`config.mk`:
```
export PLATFORM = sky130hd
export DESIGN_NAME = seg7_scan_driver
export DESIGN_NICKNAME = d
export VERILOG_FILES = /design/src/rtl/seg7_scan_driver.sv
export SDC_FILE = /design/constraint.sdc
export NUM_CORES = 1
export LEC_CHECK = 0
export ABC_AREA = 0
export ABC_CLOCK_PERIOD_IN_PS = 3000
export CAP_MARGIN = 20
export CELL_PAD_IN_SITES_DETAIL_PLACEMENT = 0
export CELL_PAD_IN_SITES_GLOBAL_PLACEMENT = 2
export CORE_AREA = 8 8 138 108
export DETAILED_ROUTE_END_ITERATION = 8
export DIE_AREA = 0 0 146 116
export GPL_TIMING_DRIVEN = 1
export PLACE_DENSITY = 0.9
export SLEW_MARGIN = 20
export SYNTH_ARGS = -nofsm -noshare
export SYNTH_HDL_FRONTEND = slang
export SYNTH_SLANG_ARGS = --single-unit
export TNS_END_PERCENT = 50
```
`constraint.sdc`:
```
create_clock -name Clk -period 3 [get_ports Clk]
set_input_delay 0.6 -clock Clk [delete_from_list [all_inputs] [get_ports Clk]]
set_output_delay 0.6 -clock Clk [all_outputs]
set_load 0.02 [all_outputs]
```
`src/rtl/seg7_scan_driver.sv`:
```
// Time-multiplexed driver for an 8-digit common-anode seven-segment display.
// Optional leading-zero suppression is compiled in with SEG7_LZ_SUPPRESS_EN.
module seg7_scan_driver #(
    parameter int REFRESH_DIV  = 100000,
    parameter int BLANK_CYCLES = 1000
) (
    input  logic        Clk,
    input  logic        Reset,
    input  logic [31:0] Value,
    input  logic        Load,
    input  logic [7:0]  DigitEn,
    output logic [6:0]  out7,
    output logic [7:0]  en_out,
    output logic [2:0]  DigitIdx,
    output logic        FrameDone,
    output logic        state_dbg
);

    localparam int CNT_W = (REFRESH_DIV > 1) ? $clog2(REFRESH_DIV) : 1;
    localparam logic [CNT_W-1:0] CNT_LAST  = CNT_W'(REFRESH_DIV - 1);
    localparam logic [CNT_W-1:0] CNT_BLANK = CNT_W'(BLANK_CYCLES);

    typedef enum logic {
        ST_BLANK = 1'b0,
        ST_SHOW  = 1'b1
    } state_t;

    state_t           state_q, state_d;
    logic [CNT_W-1:0] cnt_q, cnt_d;
    logic [2:0]       idx_q, idx_d;
    logic [31:0]      staging_q, staging_d;
    logic [31:0]      display_q, display_d;
    logic             pending_q, pending_d;
    logic [6:0]       out7_q, out7_d;
    logic [7:0]       en_out_q, en_out_d;
    logic             frame_done_q, frame_done_d;

    logic             slot_end;
    logic             frame_end;
    logic [7:0]       lit_mask;
    logic [3:0]       cur_nibble;

    function automatic logic [6:0] hex_to_seg(input logic [3:0] nib);
        logic [6:0] seg;
        case (nib)
            4'h0: seg = 7'b1000000;
            4'h1: seg = 7'b1111001;
            4'h2: seg = 7'b0100100;
            4'h3: seg = 7'b0110000;
            4'h4: seg = 7'b0011001;
            4'h5: seg = 7'b0010010;
            4'h6: seg = 7'b0000010;
            4'h7: seg = 7'b1111000;
            4'h8: seg = 7'b0000000;
            4'h9: seg = 7'b0010000;
            4'hA: seg = 7'b0001000;
            4'hB: seg = 7'b0000011;
            4'hC: seg = 7'b1000110;
            4'hD: seg = 7'b0100001;
            4'hE: seg = 7'b0000110;
            default: seg = 7'b0001110;
        endcase
        return seg;
    endfunction

    always_comb begin
        slot_end  = (cnt_q == CNT_LAST);
        frame_end = slot_end && (idx_q == 3'd7);
        cnt_d     = slot_end ? '0 : cnt_q + CNT_W'(1);
        idx_d     = slot_end ? idx_q + 3'd1 : idx_q;
    end

    // State tracks cnt against the blanking window; it leaves SHOW only on a slot wrap.
    always_comb begin
        state_d = state_q;
        case (state_q)
            ST_BLANK: if (cnt_d >= CNT_BLANK) state_d = ST_SHOW;
            ST_SHOW:  if (slot_end && (cnt_d < CNT_BLANK)) state_d = ST_BLANK;
            default:  state_d = ST_BLANK;
        endcase
    end

`ifdef SEG7_LZ_SUPPRESS_EN
    logic [7:0] nib_nz;
    logic [7:0] lz_keep;

    // Digit i stays lit only if some nibble at or above i is non-zero; digit 0 always lit.
    always_comb begin
        nib_nz  = '0;
        lz_keep = '0;
        for (int i = 0; i < 8; i++) begin
            nib_nz[i] = |display_q[4*i +: 4];
        end
        for (int i = 1; i < 8; i++) begin
            lz_keep[i] = |(nib_nz >> i);
        end
        lz_keep[0] = 1'b1;
        lit_mask   = DigitEn & lz_keep;
    end
`else
    always_comb begin
        lit_mask = DigitEn;
    end
`endif

    always_comb begin
        cur_nibble   = display_q[{idx_q, 2'b00} +: 4];
        en_out_d     = 8'hFF;
        out7_d       = 7'h7F;
        frame_done_d = frame_end;
        if (state_q == ST_SHOW) begin
            en_out_d = ~(lit_mask & (8'h01 << idx_q));
            out7_d   = hex_to_seg(cur_nibble);
        end
    end

    // Load is a one-cycle strobe; display only moves on a frame boundary so a frame never tears.
    always_comb begin
        staging_d = Load ? Value : staging_q;
        display_d = display_q;
        pending_d = pending_q;
        if (frame_end) begin
            pending_d = 1'b0;
            if (Load) begin
                display_d = Value;
            end else if (pending_q) begin
                display_d = staging_q;
            end
        end else if (Load) begin
            pending_d = 1'b1;
        end
    end

    always_ff @(posedge Clk or negedge Reset) begin
        if (!Reset) begin
            state_q      <= ST_BLANK;
            cnt_q        <= '0;
            idx_q        <= 3'd0;
            staging_q    <= 32'h0;
            display_q    <= 32'h0;
            pending_q    <= 1'b0;
            out7_q       <= 7'h7F;
            en_out_q     <= 8'hFF;
            frame_done_q <= 1'b0;
        end else begin
            state_q      <= state_d;
            cnt_q        <= cnt_d;
            idx_q        <= idx_d;
            staging_q    <= staging_d;
            display_q    <= display_d;
            pending_q    <= pending_d;
            out7_q       <= out7_d;
            en_out_q     <= en_out_d;
            frame_done_q <= frame_done_d;
        end
    end

    assign out7      = out7_q;
    assign en_out    = en_out_q;
    assign DigitIdx  = idx_q;
    assign FrameDone = frame_done_q;
    assign state_dbg = (state_q == ST_SHOW);

endmodule

```
==> results of run 1 <==
## Yosys cell counts, types with 2 or more instances
master / n
a211oi_1: 2
a21oi_1: 2
a31oi_1: 2
and3_1: 2
and4_1: 2
buf_12: 3
buf_2: 9
clkbuf_1: 5
dfrtp_1: 87
dfstp_2: 15
ha_1: 13
inv_1: 6
mux2_2: 35
mux2_4: 30
mux2i_1: 5
mux4_2: 8
nand2_1: 18
nand3_1: 10
nand4_1: 14
nor2_1: 15
nor2b_1: 5
nor3_1: 2
nor4_1: 3
o211ai_1: 5
o21ai_0: 8
xnor2_1: 13
xor2_1: 3
## layer usage
| layer | share of wire, % | vias up | routed length (um) |
|---|---|---|---|
| met5 | 0 | - | 0 |
| met4 | 1.2 | 0 | 123 |
| met3 | 5.1 | 11 | 503 |
| met2 | 45 | 61 | 4490 |
| met1 | 49 | 1408 | 4840 |
| li1 | - | 1343 | - |
## worst max-delay path by stage
| stage | end | cells after the start |
|---|---|---|
| 2_1_floorplan | out7[0] | 10 |
| 3_3_place_gp | out7[0] | 10 |
| 3_5_place_dp | out7[0] | 10 |
| 4_1_cts | out7[3] | 8 |
| 5_1_grt | out7[3] | 8 |
| 6_report | out7[3] | 8 |
## cells by family (layout without fill, tap and decap cells)
group | Yosys count | count (layout) | share of synthesized area (%)
flip-flops | 102 | 102 | 54.5
multiplexers | 79 | 79 | 23.1
AND/OR/NAND/NOR | 80 | 80 | 9.58
adder cells (fa/ha/maj) | 13 | 13 | 3.45
buffers and inverters | 25 | 94 | 3.26
AO/OA/AOI/OAI | 23 | 23 | 3.16
XOR/XNOR | 16 | 16 | 2.97
## cell type report
cell class	count	share of cell area [%]
multi-input cells	211	34.1
clock inverters	4	1.18
well taps	171	3.67
clock buffers	12	4.40
flip-flops and latches	102	44.1
inverters	8	0.515
repair buffers	70	12.0
## registers in the layout (all words and copies together) (netlist names)
register	cells
staging_q	32
out7	7
cnt_q	17
FrameDone	1
state_dbg	1
DigitIdx	3
display_q	32
pending_q	1
en_out	8
## per-stage QoR
step / utilization, % / total power (W) / hold slack, ns / cell area [um2] / setup WS (ns)
after floorplan: - / 0.00158 / 0.304 / 4720 / 0.590
after global placement: 43.4 / 0.00169 / 0.480 / 5510 / 0.499
after detailed placement: 43.4 / 0.00170 / 0.490 / 5510 / 0.494
after CTS: 45.9 / 0.00297 / 0.219 / 5840 / 0.447
after global routing: 45.9 / 0.00305 / 0.244 / 5840 / 0.273
final: 45.9 / 0.00293 / 0.222 / 5840 / 0.469
## worst max-delay path, cell delays in order (launching register included)
cell,delay [ns]
dfrtp_1,0.75
mux4_2,0.61
nand2_1,0.08
nand2_1,0.16
inv_1,0.15
ha_1,0.27
mux2i_1,0.15
nor2_1,0.05
o21ai_0,0.22
## where the power goes
group          leakage (nW)  switching, W  total [W]  internal (W)
Clock                 0.160      0.000482    0.00125      0.000772
Combinational          1.03     0.0000887   0.000215      0.000127
Sequential             1.26     0.0000211    0.00146       0.00144
Total                  2.46      0.000592    0.00293       0.00233
==> summary.txt, run 1 <==
Yosys
  • EDFF count, synth: 0
  • Syn. warnings: 0
  • Syn_nets: 394
  • Synth area leader: dfrtp_1
  • Mapped Cells: between 300 and 400
  • Library cells used by synthesis: 43
  • Flip-flop and latch count after synthesis: ~100
  • Synth top area cells: dfrtp_1 (46%), mux2_4 (9.5%), dfstp_2 (8.4%)
  • Synth Cell Area: between 4000 and 5000 um2
  • Share of the synthesized area in the top cell type: between 40% and 50%
  • Post-synthesis sequential area ratio: between 50% and 60%
  • Post-synth top flop: dfrtp_1
  • Syn avg cell area: around 14 um2
  • Async S/R FF share, synth: 100%

STA
  • Setup-failing EPs final: 0
  • Fmax: about 400 MHz
  • Final worst-path cycle share: a little over four fifths
  • Pin slew with the least headroom to its limit: between 0.6 and 0.7 ns
  • Final hold vios: 0
  • Setup Skew: between 0.008 and 0.009 ns
  • Max_slew headroom: 57.8%
  • Post-route setup TNS: 0 ns
  • Max Slew Vio Count: 0
  • Tmin final: ~2.5 ns
  • RSZ-0062 raised after global routing: false

Clock network
  • CTS tree: yes
  • H-tree levels: 3
  • Worst-case clock buffer depth: 2
  • Worst-Skew Late Latency: about 0.34 ns
  • Post-CTS Setup Bufs: 0
  • CTS root buf: clkbuf_16
  • Clock slew at reported path FFs: around 0.07 ns
  • Resized Gates After CTS: 0
  • Hold Buf Count CTS: 0
  • Clock sink total: 102
  • Total CTS buffers: 9

Global route
  • Busiest grt layer: met2
  • Met1 usage in global routing: between 10% and 20%
  • Global-route wire length before repair: ~17000 um
  • Largest net degree at the start of global routing: between 50 and 60
  • GR Util met2: about a fifth
  • Grt total ovfl: 0
  • GRT Util Overall: between 10% and 20%
  • Vias in the first global route: ~3100
  • GR Util met3: 3.86%
  • Initial antenna violation count: 0

Die
  • Row Count: 36
  • Chip height: 116 um
  • Initial Utilization: 37.1%
  • Die area: 16900 um2
  • Boundary pin count: 63
  • Core Area: 12700 um2
  • Die W: approximately 150 um

Worst setup path
  • Arr. time, crit path: 2.78 ns
  • FF-to-FF End: out7[3]
  • FF-to-FF Start: DigitIdx[1]
  • Crit path launch: DigitIdx[1]
  • Worst endpoint required time: around 3.3 ns
  • CP startpoint kind: flip-flop
  • Worst setup path category: flip-flop to flip-flop
  • CP max FO: 12
  • CP endpoint kind: flip-flop
  • R2R setup slack: ~0.47 ns
  • Cell count of the worst reg-to-reg path: 8

Route
  • Drt via density: slightly below 5
  • Antenna violation net count after detailed routing: 0
  • Routed length per instance: 17.2 um
  • # DRC: 0
  • Initial drt markers: 110
  • DR pass1 iterations: 4
  • Final wirelength: between 9000 and 10000 um
  • Detailed-route via count: roughly 2800

Finish
  • Reg area: 2570 um2
  • Area Growth Syn to Fin: 23.7%
  • # fillers: roughly 1100
  • Share of cells above drive strength 1: between 20 and 30%
  • Commonest cells after routing, fill and taps aside: dfrtp_1 (87), clkdlybuf4s50_1 (61), mux2_2 (35)
  • Commonest non-fill, non-tap cell in the layout: dfrtp_1
  • N_diodes: 0
  • NumNets Final: ~460
  • Area taken by multi-input logic gates: roughly 2000 um2
  • Cell Count, Final, Fillers Out: 578

Power
  • Lkg Pwr: roughly 2.5 nW
  • Power per cell area: between 500 and 600 nW/um2
  • VDD IR-drop max: around 280 uV

Placed design
  • Final HPWL DP: 7220 um
  • I/O Buffers: between 60 and 70
  • RePlAce Congestion: approximately 0.80
  • Placed Cells: approximately 560

Min path
  • Min-Delay Path Class: primary input to asynchronous set/reset pin

Status
  • Status: finished, final reports clean

Job
  • Max Cap Violations: 0
No activity file was read; power rests on OpenSTA's default activity.
==> run 2, diff against run 1 <==
--- a/config.mk
+++ b/config.mk
@@ -6,15 +6,15 @@
 export NUM_CORES = 1
 export LEC_CHECK = 0
 export ABC_AREA = 0
-export ABC_CLOCK_PERIOD_IN_PS = 3000
+export ABC_CLOCK_PERIOD_IN_PS = 2100
 export CAP_MARGIN = 20
 export CELL_PAD_IN_SITES_DETAIL_PLACEMENT = 0
 export CELL_PAD_IN_SITES_GLOBAL_PLACEMENT = 2
-export CORE_AREA = 8 8 138 108
+export CORE_AREA = 8 8 144 112
 export DETAILED_ROUTE_END_ITERATION = 8
-export DIE_AREA = 0 0 146 116
+export DIE_AREA = 0 0 152 120
 export GPL_TIMING_DRIVEN = 1
-export PLACE_DENSITY = 0.9
+export PLACE_DENSITY = 0.87
 export SLEW_MARGIN = 20
 export SYNTH_ARGS = -nofsm -noshare
 export SYNTH_HDL_FRONTEND = slang
==> constraint.sdc (replaced) <==
create_clock -name Clk -period 2.1 [get_ports Clk]
set_input_delay 0.42 -clock Clk [delete_from_list [all_inputs] [get_ports Clk]]
set_output_delay 0.42 -clock Clk [all_outputs]
set_load 0.02 [all_outputs]
==> run 2 against run 1 <==
Against the previous run: die area rose by 7.7%; setup slack got worse by 0.43 ns; core utilization is 1.6 points lower; final area rose by 6.6%; total power is 41% higher; hold slack worse by 0.21 ns; clock skew rose by 0.0018 ns; wire length is 3.4% higher; register-to-register slack got worse by 0.43 ns; non-clock buffer count rose by 35; global-route usage decreased by 1.0 points; largest cell class unchanged; clock power up 38%.
==> summary.txt, run 2 (synthesis results as in run 1) <==
Status
  • Status: finished, final reports clean

Route
  • DR pass1 iterations: 4 (unchanged)
  • Antenna violation net count after detailed routing: 0 (unchanged)
  • Detailed-route via count: 2963 (+5.0%)
  • Final wirelength: 10300 um (+3.4%)
  • Drt via density: 4.76 (-2.5%)
  • Routed length per instance: 16.5 um (-3.9%)
  • Initial drt markers: 128 (+16%)
  • # DRC: 0 (unchanged)

Worst setup path
  • Arr. time, crit path: 2.29 ns (-0.49 ns)
  • CP peak stage delay: 0.57 ns (-0.18 ns)
  • FF-to-FF Start: cnt_q[5]
  • Worst setup path category: flip-flop to flip-flop
  • Setup crit end: display_q[17]
  • Crit path launch: cnt_q[5]
  • CP startpoint kind: flip-flop
  • R2R setup slack: 0.04 ns (-0.43 ns)
  • Worst endpoint required time: 2.33 ns (-0.92 ns)
  • Slowest cell on crit path: or4b_4
  • FF-to-FF End: display_q[17]
  • Cell count of the worst reg-to-reg path: 6 (-2)
  • CP endpoint kind: flip-flop
  • CP max FO: 13 (+1)
  • Cell chain of the critical path: or4b_4 > nor3_4 > nand2_2 > nor2_8 > buf_12 > mux2_4

Clock network
  • Worst-case clock buffer depth: 2 (unchanged)
  • Hold Buf Count CTS: 0 (unchanged)
  • CTS root buf: clkbuf_16
  • Clock slew at reported path FFs: 0.07 ns (about the same)
  • CTS tree: yes
  • Worst-Skew Late Latency: 0.34 ns (about the same)
  • H-tree levels: 3 (unchanged)
  • Clock sink total: 102 (unchanged)
  • Total CTS buffers: 9 (unchanged)

STA
  • Setup Skew: 0.0107 ns (+0.00183 ns)
  • RSZ-0062 raised after global routing: true
  • Fmax: 485 MHz (+23%)
  • Max_slew headroom: 72.2% (+14 points)
  • Pin slew with the least headroom to its limit: 0.417 ns (-0.215 ns)
  • Max Slew Vio Count: 0 (unchanged)
  • Tmin final: 2.06 ns (-0.471 ns)
  • Setup-failing EPs final: 0 (unchanged)
  • Final worst-path cycle share: 98.1% (+14 points)
  • Final hold vios: 0 (unchanged)

Finish
  • NumNets Final: 493 (+7.6%)
  • Finished Cell Area: 6220 um2 (+6.6%)
  • Share of cells above drive strength 1: 37.8% (+8.8 points)
  • N_diodes: 0 (unchanged)
  • # fillers: 1249 (+11%)
  • Largest regs: display_q x32, staging_q x32, cnt_q x17
  • Commonest non-fill, non-tap cell in the layout: dfrtp_1
  • Commonest cells after routing, fill and taps aside: dfrtp_1 (84), clkdlybuf4s50_1 (61), buf_4 (37)
  • Area Growth Syn to Fin: 31.9%

Placed design
  • Placed Area: 5800 um2 (+5.3%)
  • Final HPWL DP: 7690 um (+6.4%)
  • I/O Buffers: 62 (unchanged)
  • RePlAce Congestion: 0.828 (+3.6%)

Min path
  • Min-Delay Path Class: primary input to asynchronous set/reset pin

Die
  • Boundary pin count: 63 (unchanged)
  • Initial Utilization: 33.6% (-3.5 points)
  • Chip height: 120 um (+3.4%)
  • Die area: 18200 um2 (+7.7%)
  • Die W: 152 um (+4.1%)
  • Row Count: 38 (+5.6%)
  • Core Area: 14000 um2 (+10%)

Global route
  • GRT Util Overall: 11.5% (-1.0 points)
  • Grt total ovfl: 0 (unchanged)
  • Initial antenna violation count: 0 (unchanged)
  • GR Util met3: 2.80% (-1.1 points)
  • Largest net degree at the start of global routing: 42 (-18%)
  • GR Util met2: 18.1% (-1.8 points)
  • Busiest grt layer: met2
  • Vias in the first global route: 3133 (-0.38%)
  • Global-route wire length before repair: 16700 um (-0.13%)
  • Met1 usage in global routing: 15.6% (-0.53 points)

Power
  • Lkg Pwr: 2.64 nW (+7.6%)
  • Power Total: 0.00413 W (+41%)
  • VDD IR-drop max: 358 uV (+26%)
  • Power per cell area: 664 nW/um2 (+32%)

Job
  • Max Cap Violations: 0 (unchanged)
[run 2: cell types whose count changed in the layout (fill, tap and decap cells not counted), moves of 2 or more]
| cell | before | now |
|---|---|---|
| o21ai_1 | 0 | 2 |
| dfrtp_1 | 87 | 84 |
| mux2_4 | 30 | 33 |
| buf_4 | 7 | 37 |
| mux2_2 | 35 | 32 |
| buf_12 | 2 | 6 |
| dfrtp_2 | 0 | 3 |
| o21ai_0 | 8 | 6 |
| clkinv_4 | 0 | 2 |
| inv_8 | 0 | 2 |
[run 2: critical path: cells and delay by family (launching register included)]
family / cells / cell delay [ns]
buffers and inverters: 1 / 0.18
flip-flops: 1 / 0.39
multiplexers: 1 / 0.31
AND/OR/NAND/NOR: 4 / 1.06
[run 2: area by class of cell]
| type | count | area [um2] | area share [%] |
|---|---|---|---|
| sequential | 102 | 2570 | 41.4 |
| clock buffer | 10 | 239 | 3.84 |
| tap | 180 | 225 | 3.62 |
| inverter | 8 | 30.0 | 0.483 |
| clock inverter | 6 | 77.6 | 1.25 |
| timing repair buffer | 105 | 1020 | 16.4 |
| multi-input combinational | 211 | 2050 | 33.0 |
[run 2: repair_timing]
item,in CTS,in global routing
setup endpoints to repair,0,32
setup buffers,0,6
gates resized for setup,0,17
[run 2: routing by layer]
| layer | vias to the layer above | wire length [um] |
|---|---|---|
| met5 | - | 0 |
| met4 | 0 | 98 |
| met3 | 10 | 350 |
| met2 | 49 | 4790 |
| met1 | 1489 | 5050 |
| li1 | 1415 | - |
[run 2: how the worst min path moves through the flow]
stage	endpoint	slack (ns)	startpoint
after global placement	cnt_q[15]	0.38	Reset
final	cnt_q[15]	0.01	Reset
after CTS	cnt_q[15]	0.02	Reset
after floorplan	DigitIdx[0]	0.12	Reset
after detailed placement	cnt_q[15]	0.39	Reset
after global routing	cnt_q[16]	0.03	Reset
[run 2: through the flow]
stage	utilization, %	instances	worst slack (ns)	TNS [ns]	hold WS (ns)
after floorplan	-	338	-0.0159	-0.0159	0.124
after global placement	41.4	600	0.0856	0	0.383
after detailed placement	41.4	600	0.0288	0	0.386
after CTS	43.6	616	0.0124	0	0.0176
after global routing	44.4	622	-0.0254	-0.300	0.0341
final	44.4	622	0.0402	0	0.0115
[run 2: power breakdown]
group | internal [W] | switching [W]
combinational | 0.000194 | 0.000133
clock | 0.000977 | 0.000746
sequential | 0.00205 | 0.0000328
